### src/rtl/mmio_uart_tx.sv
// mmio_uart_tx: memory-mapped, transmit-only console UART.
// CPU stores in the 16-byte window at BASE feed an 8-entry byte FIFO.
// The FIFO drains through an 8N1 serialiser onto tx.
//
// Ports:
//   clk        system clock, all state on the rising edge
//   reset      synchronous active-high reset
//   address    CPU data address (window hit on address[31:4])
//   writeData  CPU store data (TXDATA uses [7:0], DIVISOR uses [15:0])
//   mode       access size; unused, only the low byte lane matters
//   memRead    CPU load strobe, gates readData
//   memWrite   CPU store strobe, committed on the rising edge
//   readData   combinational register read data, 0 unless selected and read
//   sel        combinational window hit
//   tx         serial output, idle high
//   irq        registered, high while FIFO empty and serialiser idle
//
// Register map (offset = address[3:0]):
//   0x0 TXDATA  W   push byte; dropped (DROPCNT++) when full
//   0x4 STATUS  R   {count[7:4], 0, busy, empty, full}
//   0x8 DIVISOR RW  clk cycles per bit, 0 stores 1
//   0xC DROPCNT R   saturating drop count; any write clears
//
// Serialiser states:
//   state   | meaning
//   S_IDLE  | line high, waiting for a FIFO byte
//   S_START | start bit (tx=0)
//   S_DATA  | data bits, LSB first, r_bitcnt = current bit
//   S_STOP  | stop bit (tx=1); may pop and restart without an idle gap
module mmio_uart_tx #(
  parameter logic [31:0] BASE       = 32'hFFFF_0000,
  parameter int          DEPTH_LOG2 = 3,
  parameter logic [15:0] DIV_RESET  = 16'd16
) (
  input  logic        clk,
  input  logic        reset,
  input  logic [31:0] address,
  input  logic [31:0] writeData,
  input  logic [1:0]  mode,
  input  logic        memRead,
  input  logic        memWrite,
  output logic [31:0] readData,
  output logic        sel,
  output logic        tx,
  output logic        irq
);

  localparam int DEPTH = 1 << DEPTH_LOG2;
  localparam int CW    = DEPTH_LOG2 + 1;
  localparam logic [CW-1:0] FULL_CNT = CW'(DEPTH);

  typedef enum logic [1:0] {S_IDLE, S_START, S_DATA, S_STOP} state_t;

  state_t                r_state;
  logic [15:0]           r_baud;
  logic [2:0]            r_bitcnt;
  logic [7:0]            r_shift;
  logic                  r_tx;
  logic                  r_irq;
  logic [7:0]            r_mem [DEPTH];
  logic [DEPTH_LOG2-1:0] r_wr_ptr;
  logic [DEPTH_LOG2-1:0] r_rd_ptr;
  logic [CW-1:0]         r_count;
  logic [15:0]           r_div;
  logic [7:0]            r_dropcnt;

  logic          w_sel;
  logic [3:0]    w_off;
  logic          w_wr_txdata;
  logic          w_wr_div;
  logic          w_wr_drop;
  logic          w_empty;
  logic          w_full;
  logic          w_baud_done;
  logic          w_pop;
  logic          w_push;
  logic          w_drop;
  logic [CW-1:0] w_count_nxt;
  logic          w_idle_nxt;
  logic [7:0]    w_head;
  logic [31:0]   w_status;
  logic          w_unused;

  assign w_sel       = (address[31:4] == BASE[31:4]);
  assign w_off       = address[3:0];
  assign w_wr_txdata = memWrite && w_sel && (w_off == 4'h0);
  assign w_wr_div    = memWrite && w_sel && (w_off == 4'h8);
  assign w_wr_drop   = memWrite && w_sel && (w_off == 4'hC);

  assign w_empty     = (r_count == '0);
  assign w_full      = (r_count == FULL_CNT);
  assign w_baud_done = (r_baud == 16'd0);

  // Pop only from IDLE or at the end of a stop bit; either way the start bit
  // begins on the same edge.
  assign w_pop  = !w_empty && ((r_state == S_IDLE) || ((r_state == S_STOP) && w_baud_done));
  // A pop in the same cycle frees a slot, so a store into a full FIFO is kept.
  assign w_push = w_wr_txdata && (!w_full || w_pop);
  assign w_drop = w_wr_txdata && !w_push;

  assign w_count_nxt = r_count + CW'(w_push) - CW'(w_pop);
  // The serialiser is IDLE after this edge only if nothing was available to pop.
  assign w_idle_nxt  = w_empty && ((r_state == S_IDLE) || ((r_state == S_STOP) && w_baud_done));
  assign w_head      = r_mem[r_rd_ptr];

  assign w_status = (32'(r_count) << 4) |
                    {29'd0, (r_state != S_IDLE), w_empty, w_full};

  always_comb begin
    readData = 32'd0;
    if (w_sel && memRead) begin
      case (w_off)
        4'h4:    readData = w_status;
        4'h8:    readData = {16'd0, r_div};
        4'hC:    readData = {24'd0, r_dropcnt};
        default: readData = 32'd0;
      endcase
    end
  end

  assign sel = w_sel;
  assign tx  = r_tx;
  assign irq = r_irq;

  // Only the low byte lane is meaningful; access size is irrelevant here.
  assign w_unused = ^{mode, writeData[31:16]};

  // FIFO storage needs no reset; pointers and count define validity.
  always_ff @(posedge clk) begin
    if (w_push) r_mem[r_wr_ptr] <= writeData[7:0];
  end

  always_ff @(posedge clk) begin
    if (reset) begin
      r_wr_ptr  <= '0;
      r_rd_ptr  <= '0;
      r_count   <= '0;
      r_div     <= DIV_RESET;
      r_dropcnt <= 8'd0;
    end else begin
      if (w_push) r_wr_ptr <= r_wr_ptr + 1'b1;
      if (w_pop)  r_rd_ptr <= r_rd_ptr + 1'b1;
      r_count <= w_count_nxt;
      if (w_wr_div) r_div <= (writeData[15:0] == 16'd0) ? 16'd1 : writeData[15:0];
      // A clearing write wins over a same-cycle drop.
      if (w_wr_drop)                          r_dropcnt <= 8'd0;
      else if (w_drop && r_dropcnt != 8'hFF)  r_dropcnt <= r_dropcnt + 8'd1;
    end
  end

  // r_div is sampled only when the baud counter reloads, so a DIVISOR write
  // mid-bit takes effect at the next bit boundary.
  always_ff @(posedge clk) begin
    if (reset) begin
      r_state  <= S_IDLE;
      r_baud   <= 16'd0;
      r_bitcnt <= 3'd0;
      r_shift  <= 8'd0;
      r_tx     <= 1'b1;
      r_irq    <= 1'b1;
    end else begin
      r_irq <= (w_count_nxt == '0) && w_idle_nxt;
      case (r_state)
        S_IDLE: begin
          r_tx <= 1'b1;
          if (w_pop) begin
            r_shift <= w_head;
            r_tx    <= 1'b0;
            r_baud  <= r_div - 16'd1;
            r_state <= S_START;
          end
        end
        S_START: begin
          if (w_baud_done) begin
            r_tx     <= r_shift[0];
            r_shift  <= r_shift >> 1;
            r_bitcnt <= 3'd0;
            r_baud   <= r_div - 16'd1;
            r_state  <= S_DATA;
          end else begin
            r_baud <= r_baud - 16'd1;
          end
        end
        S_DATA: begin
          if (w_baud_done) begin
            r_baud <= r_div - 16'd1;
            if (r_bitcnt == 3'd7) begin
              r_tx    <= 1'b1;
              r_state <= S_STOP;
            end else begin
              r_bitcnt <= r_bitcnt + 3'd1;
              r_tx     <= r_shift[0];
              r_shift  <= r_shift >> 1;
            end
          end else begin
            r_baud <= r_baud - 16'd1;
          end
        end
        S_STOP: begin
          if (w_baud_done) begin
            if (w_pop) begin
              r_shift <= w_head;
              r_tx    <= 1'b0;
              r_baud  <= r_div - 16'd1;
              r_state <= S_START;
            end else begin
              r_state <= S_IDLE;
            end
          end else begin
            r_baud <= r_baud - 16'd1;
          end
        end
        default: r_state <= S_IDLE;
      endcase
    end
  end

endmodule

### config.mk
export PLATFORM = sky130hd
export DESIGN_NAME = mmio_uart_tx
export DESIGN_NICKNAME = d
export VERILOG_FILES = /design/src/rtl/mmio_uart_tx.sv
export SDC_FILE = /design/constraint.sdc
export NUM_CORES = 1
export LEC_CHECK = 0
export CORE_ASPECT_RATIO = 2
export CORE_MARGIN = 5
export CORE_UTILIZATION = 30
export CTS_CLUSTER_SIZE = 40
export DETAILED_ROUTE_END_ITERATION = 6
export PLACE_DENSITY = 0.56
export SETUP_SLACK_MARGIN = 0.4
export SLEW_MARGIN = 40
export SYNTH_ARGS = -nofsm -noshare
export SYNTH_HDL_FRONTEND = slang
export SYNTH_SLANG_ARGS = --single-unit
### constraint.sdc
create_clock -name clk -period 3.9 [get_ports clk]
set_clock_uncertainty 0.1 [all_clocks]
set_input_delay 0.78 -clock clk [delete_from_list [all_inputs] [get_ports clk]]
set_output_delay 0.78 -clock clk [all_outputs]
set_load 0.01 [all_outputs]
==> impl_results.md, run 1 <==
- Status: finished, final reports clean
- Seq/Total Area, Yosys: 0.4622
- DR vias: 5,544
- Routed WL per cell: 18.22 um
- Via density: just over 5
- Fin crit share: 0.9040
- Startpoint types: input port
- Power, Total: roughly 6000 uW
- PwrDens: ~680 nW/um^2
- TritonCTS clock tree: built
- Fin area: ~8800 sq um
- Mean Syn Cell Area: 10.29 sq um
- RSZ-0062 raised after global routing: yes
- Min-Delay Path Class: reg2reg
- Worst slew pin tran: 0.8485 ns
- Detailed Route Iter0 Violations: between 200 and 300
- H-tree level count: 4
- Synth area leaders: edfxtp_1 (27%), dfxtp_1 (19%), mux4_2 (5.1%)
- Initial antenna violation count: 0
- Final count of pins violating max slew: 0
- Relative slew slack: 0.4343
- Max_cap viols: 0
- Core Area: between 20,000 and 25,000 sq um
- Worst Path Buf+Inv: 5
- Area delta synth->final: 24.48%
- Synth area leader: edfxtp_1
- Worst IR Drop VDD: approximately 350 uV
- Critical Path, Cell by Cell: clkbuf_2 > or4_4 > nor4_4 > and3_4 > buf_6 > o211ai_1 > buf_4 > buf_6 > nor2_2 > buf_2
- Inserted Diodes: 0
- Most instantiated cells after synthesis: nor2_1 (88), dfxtp_1 (68), edfxtp_1 (64), nand2_1 (50), mux2i_1 (35)
- Routability cong.: between 0.8 and 0.9
- Setup crit end kind: output port
- Finished Core Util: 0.3791
- Clock Pin Slew Worst Setup and Hold Paths: around 0.060 ns
- Max Root-Sink Buffers: 2
- Cts hold-fix bufs: 0
- Post-DP HPWL: between 10,000 and 15,000 um
- CP max stage delay: approximately 0.54 ns
- Post-synth EDFFs: 64
- Synth top area share: 0.2706
- CP arrival: 2.65 ns
- Initial Utilization: 0.3045
- Drt drc: 0
- Total routed wirelength: ~20,000 um
- Req. time, crit path: 3.02 ns
- Synth Instances: 690
- Yosys warns: 0
- TritonCTS sink count: roughly 130
- Most common cell in the netlist: nor2_1
- Post-synthesis async set-or-reset flop share: 0
- # IOs: 105
- Final Hold Viols: 0
- Root buffer cell: clkbuf_16
- Chip Width: 118.8 um
- Layout cells sized above 1: 0.1931
- Tot GR Track Use: 0.1451
- Grt total ovfl: 0
- Antenna-violating nets left: 0
- Final Setup Violations: 0
- Number of core rows: 79
- Fin nets: 862
- First-pass GRT wire length: 30,300 um
- Maximum fanout along the worst path: 4
- Most frequent CP cell: buf_6
- Mapped cell area: roughly 7100 sq um
- DP Area: just over 8000 sq um
- CTS Buf Count: 17
- Die area: about 27,000 sq um
- I/O Buffers: 70
- Largest net degree at the start of global routing: between 40 and 50
- Fmax: between 0.2 and 0.3 GHz
- Clock Latency Late Sink: ~0.41 ns
- DRT Pass-1 Iters: 4
- Critical path class: in2out
- Minimum clock period: ~3.5 ns
- Dominant synthesized flop cell: dfxtp_1
- Distinct cells, synth: 70
- Vias in the first global route: about 5,600
- Crit-path slowest cell: or4_4
- Crit path max-delay family: simple AND/OR/NAND/NOR gates
- Register bit total from synthesis: 132
- DIE HEIGHT: 227.6 um
- Cell leakage power: about 0.0033 uW
==> tightest hold or removal path, delay by kind of cell, from the launching register on <==
kind / cells / cell delay (ns)
AO/OA/AOI/OAI: 1 / 0.05
flip-flops: 1 / 0.31
AND/OR/NAND/NOR: 1 / 0.05
==> timing repair <==
| item | in CTS | in global routing |
|---|---|---|
| setup buffers | 6 | 4 |
| gates resized for setup | 97 | 30 |
| endpoints found under the setup margin | 18 | 16 |
| pin swaps | 10 | 11 |
==> where the power goes <==
| part | internal, uW | switching [uW] |
|---|---|---|
| registers | 1600 | 196 |
| clock network | 1040 | 605 |
| logic | 1060 | 1470 |
==> sequential cells by signal, indices dropped and copies added (netlist names), named ones only <==
signal,flops
r_state,2
r_dropcnt,8
r_mem,64
irq,1
tx,1
r_wr_ptr,3
r_div,16
r_baud,16
r_rd_ptr,3
r_shift,8
r_bitcnt,3
r_count,4
==> path summary, 6_finish.rpt <==
| kind | startpoint | cells after the start | endpoint | slack [ns] |
|---|---|---|---|---|
| max reg2reg | r_baud[0]$_SDFF_PP0_ | 14 | irq$_SDFF_PP1_ | 0.62 |
| min | r_shift[7]$_SDFFE_PP0P_ | 2 | r_shift[7]$_SDFFE_PP0P_ | 0.36 |
| min reg2reg | r_shift[7]$_SDFFE_PP0P_ | 2 | r_shift[7]$_SDFFE_PP0P_ | 0.36 |
| max | address[6] | 10 | readData[7] | 0.37 |
==> cell families after synthesis <==
group,after synthesis,share of synthesized area
AND/OR/NAND/NOR,260,0.1943
flip-flops,132,0.4622
AO/OA/AOI/OAI,119,0.1122
buffers and inverters,72,0.05055
multiplexers,56,0.1080
XOR/XNOR,32,0.03946
adder cells (fa/ha/maj),18,0.03276
other,1,0.0005279
==> metal layers <==
layer / track usage / wire [um] / share of wire / vias to the layer above
met4: 0.08199 / 811 / 0.042 / 0
met3: 0.02650 / 685 / 0.035 / 38
met5: 0 / 0 / 0 / -
met2: 0.2772 / 11060 / 0.57 / 133
li1: - / - / - / 2674
met1: 0.1466 / 6939 / 0.36 / 2699
==> cell type report <==
| cell class | instances | area [sq um] |
|---|---|---|
| fill | 2328 | 14490 |
| multi-input combinational | 501 | 3621 |
| sequential | 132 | 3284 |
| timing repair buffer | 107 | 917.1 |
| clock buffer | 20 | 456.7 |
| tap | 283 | 354.1 |
| clock inverter | 12 | 152.6 |
| inverter | 15 | 56.30 |
==> metrics by stage <==
step,hold slack [ns],setup TNS [ns],setup slack (ns),instances
finish,0.3601,0,0.3744,1070
global route,0.3786,0,0.2920,1070
CTS,0.3624,0,0.3552,1066
detailed placement,0.3545,-5.466,-0.4320,1028
global placement,0.3455,-5.016,-0.3731,1028
floorplan,0.3321,0,0.4095,705
==> placed cells by master (no fill, tap or decap), types with 16 or more instances in the layout <==
cell / count
o21ai_0: 29
mux4_2: 16
nor3_1: 17
mux2i_1: 35
xnor2_1: 16
a21oi_1: 32
nand2_1: 50
edfxtp_1: 64
dfxtp_1: 67
clkdlybuf4s50_1: 40
clkbuf_16: 17
nor2_1: 83
xor2_1: 16
conb_1: 16
buf_4: 33
No activity file was read; power rests on OpenSTA's default activity.
==> inputs of run 2 (changes only) <==
- REMOVE_ABC_BUFFERS: not set -> 1
- SETUP_SLACK_MARGIN: 0.4 -> 0.05
==> run 2 against run 1 <==
Against the previous run:
- largest power group unchanged
- final cell count is 0.65% higher
- die area stayed put
- hold slack lost 0.0045 ns
- critical endpoint is now readData[2]
- largest cell class unchanged
- combinational power about the same
- critical path type unchanged
- first-iteration DRC count fell by 14%
==> impl_results.md, run 2 (synthesized netlist as in run 1, its figures left out) <==
- Register area: 3284 sq um (unchanged)
- Root buffer cell: clkbuf_16
- Largest registers: r_mem: 64 flops, r_baud: 16 flops, r_div: 16 flops
- Reg with most FFs: r_mem
- Commonest cells after routing, fill and taps aside: nor2_1 (84), dfxtp_1 (67), edfxtp_1 (64)
- Routed WL per cell: 18.40 um (+0.94%)
- DR vias: 5,528 (-0.29%)
- Worst IR Drop VDD: 498.5 uV (+42%)
- Power, Total: 5917 uW (-0.92%)
- Number of placed instances with taps included: 1,032 (+0.39%)
- Req. time, crit path: 3.02 ns (about the same)
- Final Setup Violations: 0 (unchanged)
- Via density: 5.133 (-0.94%)
- PwrDens: 664.0 nW/um^2 (-1.7%)
- Clock Latency Late Sink: 0.43 ns (+0.02 ns)
- Maximum fanout along the worst path: 3 (-1)
- Worst slew pin tran: 0.7884 ns (-0.06011 ns)
- Detailed Route Iter0 Violations: 235 (-14%)
- Initial Utilization: 0.3045 (unchanged)
- Fin nets: 869 (+0.81%)
- Max Root-Sink Buffers: 2 (unchanged)
- Routability cong.: 0.8609 (+2.3%)
- Final Hold Viols: 0 (unchanged)
- Commonest non-fill, non-tap cell in the layout: nor2_1
- I/O Buffers: 70 (unchanged)
- Fin crit share: 0.9526 (+0.04865)
- First-pass GRT wire length: 31,130 um (+2.8%)
- Startpoint types: input port
- Post-DP HPWL: 14,730 um (-0.42%)
- NetSw: 2366 uW (+4.3%)
- CTS Buf Count: 17 (unchanged)
- Tot GR Track Use: 0.1499 (+0.004825)
- Area delta synth->final: 25.47%
- Status: finished, final reports clean
- Origin of the worst setup path: address[15]
- Total routed wirelength: 19,810 um (+1.6%)
- Antenna-violating nets left: 0 (unchanged)
- Chip Width: 118.8 um (unchanged)
- Reg2reg setup slack: 0.63 ns (about the same)
- Fill cells: 2,333 (+0.21%)
- H-tree level count: 4 (unchanged)
- DRT Pass-1 Iters: 4 (unchanged)
- DIE HEIGHT: 227.6 um (unchanged)
- CP arrival: 2.84 ns (+0.19 ns)
- Cts hold-fix bufs: 0 (unchanged)
- Post-Place Setup Slack: -0.5933 ns (-0.1613 ns)
- Vias in the first global route: 5,636 (+0.41%)
- Reg2Reg Capture Point: irq$_SDFF_PP1_
- Combinational share of power: 0.429 (+0.006)
- Critical path class: in2out
- Number of core rows: 79 (unchanged)
- R2R depth: 14 (unchanged)
- # IOs: 105 (unchanged)
- Final setup TNS: 0 ns (unchanged)
- Final worst slack: 0.1847 ns (-0.1897 ns)
- Grt total ovfl: 0 (unchanged)
- Initial antenna violation count: 0 (unchanged)
- TritonCTS sink count: 132 (unchanged)
- RSZ-0062 raised after global routing: no
- Relative slew slack: 0.4737 (+0.03935)
- Multi-input gate area: 3628 sq um (+0.21%)
- Max_cap viols: 0 (unchanged)
- Largest net degree at the start of global routing: 41 (-6.8%)
- Minimum clock period: 3.715 ns (+0.1897 ns)
- Reg2reg start: r_baud[0]$_SDFF_PP0_
- Drt drc: 0 (unchanged)
- Min-Delay Path Class: reg2reg
- Inserted Diodes: 0 (unchanged)
- Cell-internal power: 3551 uW (-4.1%)
- Sequential power share: 0.308 (+0.007)
- Die area: 27,040 sq um (unchanged)
- Cell leakage power: 0.003416 uW (+2.6%)
- Layout cells sized above 1: 0.1902 (-0.002962)
- Setup crit end kind: output port
- Non-Filler Instances: 1,077 (+0.65%)
- Fmax: 0.2692 GHz (-5.1%)
- Clk network pwr share: 0.263 (-0.012)
- TritonCTS clock tree: built
- Sw frac: 0.3999 (+0.01987)
- Worst setup path end: readData[2]
- Max reg flops: 64 (unchanged)
- Core Area: 23,330 sq um (unchanged)
- Final count of pins violating max slew: 0 (unchanged)
- Clock Pin Slew Worst Setup and Hold Paths: 0.06 ns (about the same)
[run 2: changes by cell type in the layout (fill, tap and decap cells not counted), moves of 5 or more]
cell and delta:
and2_1 +5, and2_4 -5, buf_4 +7, dlymetal6s2s_1 +8, inv_6 +5
[run 2: routing by layer]
| layer | track usage | vias to the layer above | wire length (um) |
|---|---|---|---|
| met5 | 0 | - | 0 |
| met2 | 0.2941 | 131 | 11210 |
| met1 | 0.1498 | 2669 | 7243 |
| met4 | 0.07900 | 0 | 810 |
| li1 | - | 2691 | - |
| met3 | 0.02353 | 37 | 549 |
[run 2: through the flow]
step                hold WS (ns)    util  area [sq um]
floorplan                 0.3260       -          6857
global placement          0.3412  0.3494          8152
detailed placement        0.3468  0.3497          8157
CTS                       0.3555  0.3808          8882
global route              0.3618  0.3821          8912
finish                    0.3556  0.3821          8912
[run 2: repair_timing]
| action | in CTS | in global routing |
|---|---|---|
| gates resized for setup | 89 | 14 |
| setup endpoints to repair | 16 | 37 |
| pin swaps | 11 | 11 |
| setup buffers | 16 | 1 |
[run 2: final cells by class]
| class | instances | share of cell area |
|---|---|---|
| multi-input cells | 501 | 0.4071 |
| flip-flops and latches | 132 | 0.3685 |
| clock inverters | 15 | 0.01755 |
| well taps | 283 | 0.03973 |
| inverters | 15 | 0.006318 |
| repair buffers | 114 | 0.1130 |
| clock buffers | 17 | 0.04773 |
[run 2: power groups by stage]
stage          logic, uW  clock network [uW]  registers (uW)
2_1_floorplan       1740                   0            1800
6_report            2540                1560            1820
3_3_place_gp        2450                   0            1850
3_5_place_dp        2470                   0            1850
4_1_cts             2520                1600            1820
5_1_grt             2820                1660            1850
[run 2: critical path: stages]
cell and delay (ns):
clkdlybuf4s50_1 0.40, or4b_4 0.49, nor4_4 0.16, and3_4 0.25, buf_6 0.10, o211ai_1 0.13, buf_4 0.18, buf_6 0.13
nor2_4 0.10, buf_6 0.11
[run 2: worst min-delay path by stage]
stage,slack [ns],start,end,cells past startpoint
6_report,0.36,r_shift[7]$_SDFFE_PP0P_,r_shift[7]$_SDFFE_PP0P_,2
5_1_grt,0.36,r_shift[7]$_SDFFE_PP0P_,r_shift[7]$_SDFFE_PP0P_,2
4_1_cts,0.36,r_shift[7]$_SDFFE_PP0P_,r_shift[7]$_SDFFE_PP0P_,2
3_5_place_dp,0.35,r_shift[7]$_SDFFE_PP0P_,r_shift[7]$_SDFFE_PP0P_,2
3_3_place_gp,0.34,r_shift[7]$_SDFFE_PP0P_,r_shift[7]$_SDFFE_PP0P_,2
2_1_floorplan,0.33,r_shift[7]$_SDFFE_PP0P_,r_shift[7]$_SDFFE_PP0P_,2
